$ cat src/rtl/npu_pool_pkg.sv
// npu_pool_pkg: shared types and the max/add operator for the 2x2 pooling stage
package npu_pool_pkg;
  typedef enum logic {POOL_MAX = 1'b0, POOL_AVG = 1'b1} pool_mode_e;
  typedef enum logic [1:0] {IDLE, RUN, DONE} pool_state_e;
  localparam int POOL_CW = 40;
  function automatic logic signed [POOL_CW-1:0] pool_combine(
    input pool_mode_e mode,
    input logic signed [POOL_CW-1:0] a,
    input logic signed [POOL_CW-1:0] b
  );
    return mode == POOL_AVG ? a + b : (a > b ? a : b);
  endfunction
endpackage

$ cat src/rtl/pool_line_buffer.sv
// pool_line_buffer: one row of horizontal pair results, unreset so it maps to distributed RAM
module pool_line_buffer #(
  parameter int DEPTH = 15,
  parameter int WIDTH = 23,
  parameter int AW = 4
) (
  input  logic             clk,
  input  logic             we,
  input  logic [AW-1:0]    waddr,
  input  logic [WIDTH-1:0] wdata,
  input  logic [AW-1:0]    raddr,
  output logic [WIDTH-1:0] rdata
);
  logic [WIDTH-1:0] mem [DEPTH];
  always_ff @(posedge clk)
    if (we) mem[waddr] <= wdata;
  assign rdata = mem[raddr];
endmodule

$ cat src/rtl/pool2x2_stream.sv
// pool2x2_stream: streaming 2x2/stride-2 max/average pooling with valid/ready handshakes
module pool2x2_stream
  import npu_pool_pkg::*;
#(
  parameter int DATA_W = 22,
  parameter int IMG_W = 30,
  parameter int IMG_H = 30
) (
  input  logic              clk,
  input  logic              rst,
  input  logic              start,
  input  logic              mode,
  input  logic [DATA_W-1:0] in_data,
  input  logic              in_valid,
  output logic              in_ready,
  output logic [DATA_W-1:0] out_data,
  output logic              out_valid,
  input  logic              out_ready,
  output logic              busy,
  output logic              done
);
  localparam int XW = IMG_W > 1 ? $clog2(IMG_W) : 1;
  localparam int YW = IMG_H > 1 ? $clog2(IMG_H) : 1;
  localparam int DEPTH = IMG_W / 2;
  localparam int AW = DEPTH > 1 ? $clog2(DEPTH) : 1;

  pool_state_e state, state_d;
  pool_mode_e mode_q;
  logic [XW-1:0] x;
  logic [YW-1:0] y;
  logic in_done;
  logic [DATA_W-1:0] hold;
  logic [DATA_W:0] pair, lb_rd;
  logic signed [POOL_CW-1:0] vsum;
  logic accept, x_last, y_last, emit;

  assign in_ready = state == RUN && !in_done && (!out_valid || out_ready);
  assign accept = in_valid && in_ready;
  assign x_last = x == XW'(IMG_W - 1);
  assign y_last = y == YW'(IMG_H - 1);
  // odd x always lies inside the pooled extent, so trailing odd column/row need no special case
  assign emit = accept && x[0] && y[0];
  assign pair = (DATA_W+1)'(pool_combine(mode_q, POOL_CW'(signed'(hold)), POOL_CW'(signed'(in_data))));
  assign vsum = pool_combine(mode_q, POOL_CW'(signed'(lb_rd)), POOL_CW'(signed'(pair)));
  assign busy = state == RUN;
  assign done = state == DONE;

  pool_line_buffer #(.DEPTH(DEPTH), .WIDTH(DATA_W + 1), .AW(AW)) u_lb (
    .clk(clk),
    .we(accept && x[0] && !y[0]),
    .waddr(AW'(x >> 1)),
    .wdata(pair),
    .raddr(AW'(x >> 1)),
    .rdata(lb_rd)
  );

  always_comb begin
    state_d = state;
    if (state == IDLE && start) state_d = RUN;
    if (state == RUN && in_done && (!out_valid || out_ready)) state_d = DONE;
    if (state == DONE) state_d = IDLE;
  end

  always_ff @(posedge clk or negedge rst)
    if (!rst) begin
      state <= IDLE;
      mode_q <= POOL_MAX;
      x <= '0;
      y <= '0;
      in_done <= 1'b0;
      hold <= '0;
      out_data <= '0;
      out_valid <= 1'b0;
    end else begin
      state <= state_d;
      if (state == IDLE && start) begin
        mode_q <= pool_mode_e'(mode);
        x <= '0;
        y <= '0;
        in_done <= 1'b0;
      end else if (accept) begin
        x <= x_last ? '0 : x + XW'(1);
        if (x_last) y <= y_last ? '0 : y + YW'(1);
        if (x_last && y_last) in_done <= 1'b1;
        if (!x[0]) hold <= in_data;
      end
      if (emit) begin
        out_data <= DATA_W'(mode_q == POOL_AVG ? vsum >>> 2 : vsum);
        out_valid <= 1'b1;
      end else if (out_ready) out_valid <= 1'b0;
    end
endmodule

$ cat config.mk
export PLATFORM = sky130hd
export DESIGN_NAME = pool2x2_stream
export DESIGN_NICKNAME = d
export VERILOG_FILES = /design/src/rtl/npu_pool_pkg.sv /design/src/rtl/pool_line_buffer.sv /design/src/rtl/pool2x2_stream.sv
export SDC_FILE = /design/constraint.sdc
export NUM_CORES = 1
export LEC_CHECK = 0
export BUFFER_PORTS_ARGS = -buffer_cell sky130_fd_sc_hd__buf_2
export CAP_MARGIN = 20
export CORE_MARGIN = 1
export CORE_UTILIZATION = 63
export DETAILED_ROUTE_END_ITERATION = 16
export GPL_TIMING_DRIVEN = 0
export PLACE_DENSITY = 0.92
export RECOVER_POWER = 100
export SETUP_SLACK_MARGIN = 0.5
export SLEW_MARGIN = 20
export SYNTH_ARGS = -nofsm -noshare
export SYNTH_HDL_FRONTEND = slang
export SYNTH_SLANG_ARGS = --single-unit
$ cat constraint.sdc
create_clock -name clk -period 6.1 [get_ports clk]
set_input_delay 0.305 -clock clk [delete_from_list [all_inputs] [get_ports clk]]
set_output_delay 0.305 -clock clk [all_outputs]
set_load 0.005 [all_outputs]
# Word level (Yosys, flattened, before mapping)
# Memories as Yosys holds them, arrays and structs flattened.
# Index checks and enable logic that the tools add are counted.
# totals
regBits,59
ram_bits,345
input_bits,28
mem_count,1
# mem_list
memory,words,word_bits,read_ports,rd_clocked_by_memory_dff,wr,line_no,source
u_lb.mem,15,23,1,0,1,pool_line_buffer.sv:14,logic [WIDTH-1:0] mem [DEPTH];
# op_classes
n_addsub,4
order_cmp,2
n_eq_ne,4
n_mux,22
n_bitwise,2
reduce_logical,23
# ops
cell,count
two-way mux 24 bit,2
two-way mux 23 bit,2
two-way mux 5 bit,7
adder 23 x 23 -> 24 bit,1
adder 22 x 22 -> 23 bit,1
greater-than comparator 23 bit,1
greater-than comparator 22 bit,1
two-way mux 22 bit,1
"adder 5 x 1 -> 5 bit, second input constant",2
"== test 5 bit, second input constant",2
logical AND 1 bit,10
nonzero test 2 bit,4
two-way mux 1 bit,7
two-way mux 2 bit,3
AND reduction 2 bit,2
logical NOT 1 bit,3
AND reduction 3 bit,1
nonzero test 3 bit,1
"== test 2 x 1 -> 1 bit, second input constant",1
"== test 2 bit, second input constant",1
logical NOT 2 bit,1
inverter 1 bit,2
logical OR 1 bit,1

# Depth between registers and ports, before layout
# depth
depth_word,8
depth_mapped,22

# Modules after synthesis
# Synthesis repeated with hierarchy kept, for this count alone.
# hier_totals
cells_unflattened,1440
area_unflattened_um2,20095.5
# modules_own_cells
module,n_inst,cells_each,area_each_um2,seq_area_each_um2
pool_line_buffer,1,596,13279.0,10359.9
pool2x2_stream,1,844,6816.5,1476.4

# Worst setup path after synthesis
# OpenSTA, ideal clock, no wires.
# synth_path
path_type,reg2reg
from,reg hold[5]
to,reg out_data[20]
t_arrival_ps,4856
required_time_ps,5958
setup_slack_ps,1101
stages_incl_launch_ff,21
path_buffers,2
cell_sequence,dfrtp_1 > ha_1 > clkbuf_1 > nand3_1 > a211oi_1 > nor4_1 > o211ai_1 > mux2i_2 > buf_4 > mux2_2 > nor2_1 > a21oi_1 > ha_1 > nand2b_1 > a221oi_1 > o22ai_1 > o21ai_1 > a211oi_1 > o41a_1 > mux2i_1 > o221ai_1
# synth_via
elab_chain_cells,7
# synth_rtl
element,line_no,source
start: declaration,pool2x2_stream.sv:32,logic [DATA_W-1:0] hold;
start signal: assignment,pool2x2_stream.sv:85,if (!x[0]) hold <= in_data;
greater-than comparator 22 bit *,npu_pool_pkg.sv:11,return mode == POOL_AVG ? a + b : (a > b ? a : b);
two-way mux 23 bit * (2 in a row),npu_pool_pkg.sv:11,
via pair[0],pool2x2_stream.sv:33,"logic [DATA_W:0] pair, lb_rd;"
greater-than comparator 23 bit,npu_pool_pkg.sv:11,
two-way mux 24 bit,npu_pool_pkg.sv:11,
two-way mux 24 bit *,npu_pool_pkg.sv:11,
two-way mux 22 bit *,pool2x2_stream.sv:88,out_data <= DATA_W'(mode_q == POOL_AVG ? vsum >>> 2 : vsum);
end signal: assignment,pool2x2_stream.sv:88,
end: declaration,pool2x2_stream.sv:16,"output logic [DATA_W-1:0] out_data,"
# Mark *: on every way through the listed nets, which the timed path passes. The rest lies on a longest branch.
# A chain may end at the register's enable or synchronous reset.

# Worst setup path in the final report
# layout_path
from,reg x[2]
to,reg out_data[4]
# layout_via
elab_chain_cells,5
# layout_rtl
element,line_no,source
start: declaration,pool2x2_stream.sv:29,logic [XW-1:0] x;
start signal: assignment,pool2x2_stream.sv:82,x <= x_last ? '0 : x + XW'(1);
memory read (15 x 23 bit) *,-,
greater-than comparator 23 bit,npu_pool_pkg.sv:11,
two-way mux 24 bit,npu_pool_pkg.sv:11,
two-way mux 24 bit *,npu_pool_pkg.sv:11,
two-way mux 22 bit *,pool2x2_stream.sv:88,
# Mark *: on every way between the ends. The rest lies on a longest branch, timed or not.

==> results.md <==
- In this run the worst hold path is classified as in2reg.
- The launching point of the worst reg2reg path is x[2].
- The total overflow left after global routing is 0.
- After detailed routing, the average wire length per cell comes to 28.1 µm.
- The layout has 1,910 filler cells.
- The I/O pin count is 54.
- In this run the deepest clock path goes through 3 buffers.
- The number of diodes added for antenna fixing is 0.
- Measured in cells, the most critical reg-to-reg path has a length of 17.
- From left edge to right edge, the die measures 178 µm.
- The amount of wire on met2 after detailed routing is 25,600 µm.
- Along the worst hold path, the cell count comes to 2.
- Counting instances in the post-synthesis netlist gives the leading cell types as 345 x sky130_fd_sc_hd__edfxtp_1, 124 x sky130_fd_sc_hd__nand2_1, 94 x sky130_fd_sc_hd__ha_1.
- The highest metal layer used by the detailed router is met5.
- The fraction of final layout cells sized beyond drive strength 1 is 15.8%.
- The sequential-to-total area share from yosys stat is 60.5%.
- The via count of the first global-routing pass is 13,100.
- The total leakage power is 7.78 nW.
- In the finished design, the share of the clock period the worst path needs comes to 94.1%.
- The final RePlAce weighted congestion is 0.997.
- The maximum vdd ir drop is 0.000308 V.
- The clock slew seen by the registers of the worst setup and hold paths is 60 ps.
- The number of placement rows is 64.
- The setup check on the worst reg-to-reg path leaves a slack of 360 ps.
- TritonCTS created 41 clock buffers.
- The area enclosed by the die boundary is 31,700 µm².
- Entering global routing, the biggest net connects 60 pins.
- The synthesized area divided by synthesized cell count is 14.2 µm².
- The run finished, with violations left.
- The distinct cell type count after synthesis is 65.
- The detailed router put a total of 19,700 µm of wire on met1.
- The setup slack after placement is -544 ps.
- After legalization and detailed placement, the total HPWL measured 36,200 µm.
- Setup repair after global routing could not meet its margin everywhere.
- The first global-routing pass estimated 79,300 µm of wire.
- The power density over cell area is 609 nW/µm².
- The worst-path maximum fanout is 10.
- Summing internal, switching and leakage power gives 0.0133 W.
- Derived from the worst setup path, the maximum achievable clock frequency is 0.174 GHz.
- The worst hold path terminates at hold[0].
- The instance count of the mapped netlist is 1,378.
- The initial antenna violation count was 1.
- The source of the worst hold timing path is in_data[0].
- The source-to-sink clock delay at the later pin of the worst-skew pair is 570 ps.
- For the final database, setup skew stands at 25.1 ps.
- Cell internal power was estimated by the tool at 0.00768 W.
- The combined global-route utilization of all metal layers is 34.7%.
- Input and output buffers added on the ports amount to 53.
- The multi-input combinational cells in the finished layout cover a total of 7340 µm².
- The number of remaining DRC errors is 0.
- CTS placed an instance of sky130_fd_sc_hd__clkbuf_16 at the clock tree root.
- The total net switching power is 0.00563 W.
- The final period demand of the worst path is 5740 ps.
- The first-pass detailed-route iteration total is 5.
- The count of final hold-check violations is 0.
- The share of the core filled with cells is 71.4%.
- The floorplan step defined a core boundary enclosing 30,600 µm².
- The number of warnings reported in the yosys synthesis log is 0.
- Of all flip-flops after synthesis, the portion carrying an async set or reset was 14.6%.
- The sequential standard cell area is 11,800 µm².
- The detailed router placed 13,300 vias in this run.
- In the post-route analysis, the smallest setup slack over all paths is 361 ps.
- The share of total power dissipated in the clock network is 18.6%.
- In this run, the number of DRC markers left after iteration 0 of detailed routing was 1,667.
- At the worst endpoint, the required time is 6590 ps.
- The tool flagged a number of max-cap violations equal to 4.
- After synthesis, the cell types taking the most area are sky130_fd_sc_hd__edfxtp_1 53%, sky130_fd_sc_hd__mux4_2 10%, sky130_fd_sc_hd__dfrtp_1 7.6%.
- The logic gate share of total power is 51.2%.
- The TritonCTS clock tree is built.
- The post-synth net total is 1,501.
- The floorplan step set the die height to 178 µm.
- The max-slew violation count was 116.
- The worst pin sits at a relative slew slack of -125%.
- The endpoint identified for the worst register-to-register timing path is out_data[4].
- The worst hold slack is 49.0 ps.
- The library cell occupying the most area in the post-synthesis netlist is sky130_fd_sc_hd__edfxtp_1.
- The post-synthesis sequential element count is 404.
- Dividing the detail-routed via count by the number of cells gives 6.89.
- The cell area that synthesis handed to floorplanning was 19,500 µm².
- The residual antenna-violating net count after detailed routing is 0.
- The endpoint kind of the worst setup timing path is a register.
- The H-tree level count is 2.
- The total of endpoints with negative setup slack in the final report is 0.
- The checks that failed: capacitance limit, slew limit.
- For this configuration, the core starts out at a cell density of 63.9%.
- In this run the biggest area consumer among cell types represents 53.0% of the synthesized area.
- Data on the critical path arrives at its endpoint at 6230 ps.
- The most instantiated library cell after synthesis is sky130_fd_sc_hd__edfxtp_1.
- Net switching is 42.3% of the power.
- The wire length after detailed routing is 54,200 µm.
- The worst setup path is of the reg2reg kind.
- Counting every sink on the clock net gives 404.
- STA classifies the critical path startpoint as a register.
- The net count of the finished layout is 1,629.
- The met3 wirelength from detailed routing is 5850 µm.
- The predominant post-synthesis flop cell is sky130_fd_sc_hd__edfxtp_1.
- The transition time at the pin with the least slew margin is 3380 ps.
- The area growth from synthesis to layout is 11.8%.
- The share of power burned in registers is 30.2%.
- The number of enable flip-flop cells after synthesis is 345.
## through the flow
stage	setup TNS (ps)	std cells	instance area, µm²
2_1_floorplan	0	1378	19500
3_3_place_gp	-11220	1827	20300
3_5_place_dp	-7600	1850	20800
4_1_cts	0	1924	22200
5_1_grt	0	1928	21900
6_report	0	1928	21900
## sequential cells by signal, indices dropped and copies added (netlist names)
name / count
u_lb.mem: 345
y: 5
x: 5
out_valid: 1
in_done: 1
state: 2
out_data: 22
mode_q: 1
hold: 22
## logic make-up after synthesis
family                   Yosys count  synth area share (%)
AO/OA/AOI/OAI                    245                  7.99
XOR/XNOR                          32                  1.43
adder cells (fa/ha/maj)           95                  6.12
buffers and inverters            125                  2.52
flip-flops                       404                  60.5
multiplexers                     154                  13.8
AND/OR/NAND/NOR                  323                  7.57
## worst max-delay path by stage
stage,start,endpoint,slack [ps],depth (start not counted)
2_1_floorplan,hold[5],out_data[20],1100,20
3_3_place_gp,in_data[2],out_data[18],-640,22
3_5_place_dp,in_data[2],out_data[13],-540,20
4_1_cts,x[2],out_data[4],520,15
5_1_grt,x[2],out_data[4],200,17
6_report,x[2],out_data[4],360,17
## metal layers
layer	GRT usage, %	up-vias
met4	18.6	2
met5	0	-
met3	6.33	231
met2	56.0	1031
met1	44.9	6485
li1	-	5537
## critical path, stage by stage, from the launching register on
cell	delay (ps)
sky130_fd_sc_hd__dfrtp_1	360
sky130_fd_sc_hd__clkbuf_2	250
sky130_fd_sc_hd__buf_2	340
sky130_fd_sc_hd__clkbuf_1	620
sky130_fd_sc_hd__clkbuf_2	420
sky130_fd_sc_hd__buf_2	290
sky130_fd_sc_hd__mux4_2	340
sky130_fd_sc_hd__mux4_2	510
sky130_fd_sc_hd__ha_2	440
sky130_fd_sc_hd__nand4_1	270
sky130_fd_sc_hd__nor4_4	380
sky130_fd_sc_hd__nand4_1	280
sky130_fd_sc_hd__o21ai_2	170
sky130_fd_sc_hd__a41o_1	170
sky130_fd_sc_hd__clkbuf_4	240
sky130_fd_sc_hd__nand2_2	150
sky130_fd_sc_hd__o2111ai_1	290
sky130_fd_sc_hd__o21a_1	150
## repair_timing
action / CTS / global route
pin swaps: 2 / 5
hold endpoints to repair: 60 / 0
resized for setup: 22 / 30
hold buffers: 2 / 0
setup endpoints to repair: 22 / 22
setup buffers: 3 / 4
gates cloned: 0 / 0
## final cells by class
cell class                      count  share of cell area, %
Clock inverter                     18                  0.893
Multi-Input combinational cell    849                   33.6
Sequential cell                   404                   54.2
Timing Repair Buffer               85                   1.76
Clock buffer                       51                   4.96
Tap cell                          396                   2.27
Buffer                             61                   1.24
Inverter                           64                   1.12
## power by group through the flow
stage | sequential, W | combinational, W | clock, W
CTS | 0.00401 | 0.00652 | 0.00247
global route | 0.00404 | 0.00724 | 0.00258
detailed placement | 0.00406 | 0.00623 | 0
floorplan | 0.00401 | 0.00443 | 0
finish | 0.00402 | 0.00681 | 0.00247
global placement | 0.00405 | 0.00589 | 0
## layout by cell type, fill, tap and decap left out, drive strengths merged, types with 15 or more instances in the layout
cell,n
inv,64
nor2,77
mux2i,47
ha,94
mux2,16
nand3,23
o21ai,83
nand2b,15
dfrtp,59
a21oi,57
nor3,17
mux4,91
nand2,124
clkbuf,144
buf,51
xnor2,25
edfxtp,345
Power figures use the tool's default switching activity.
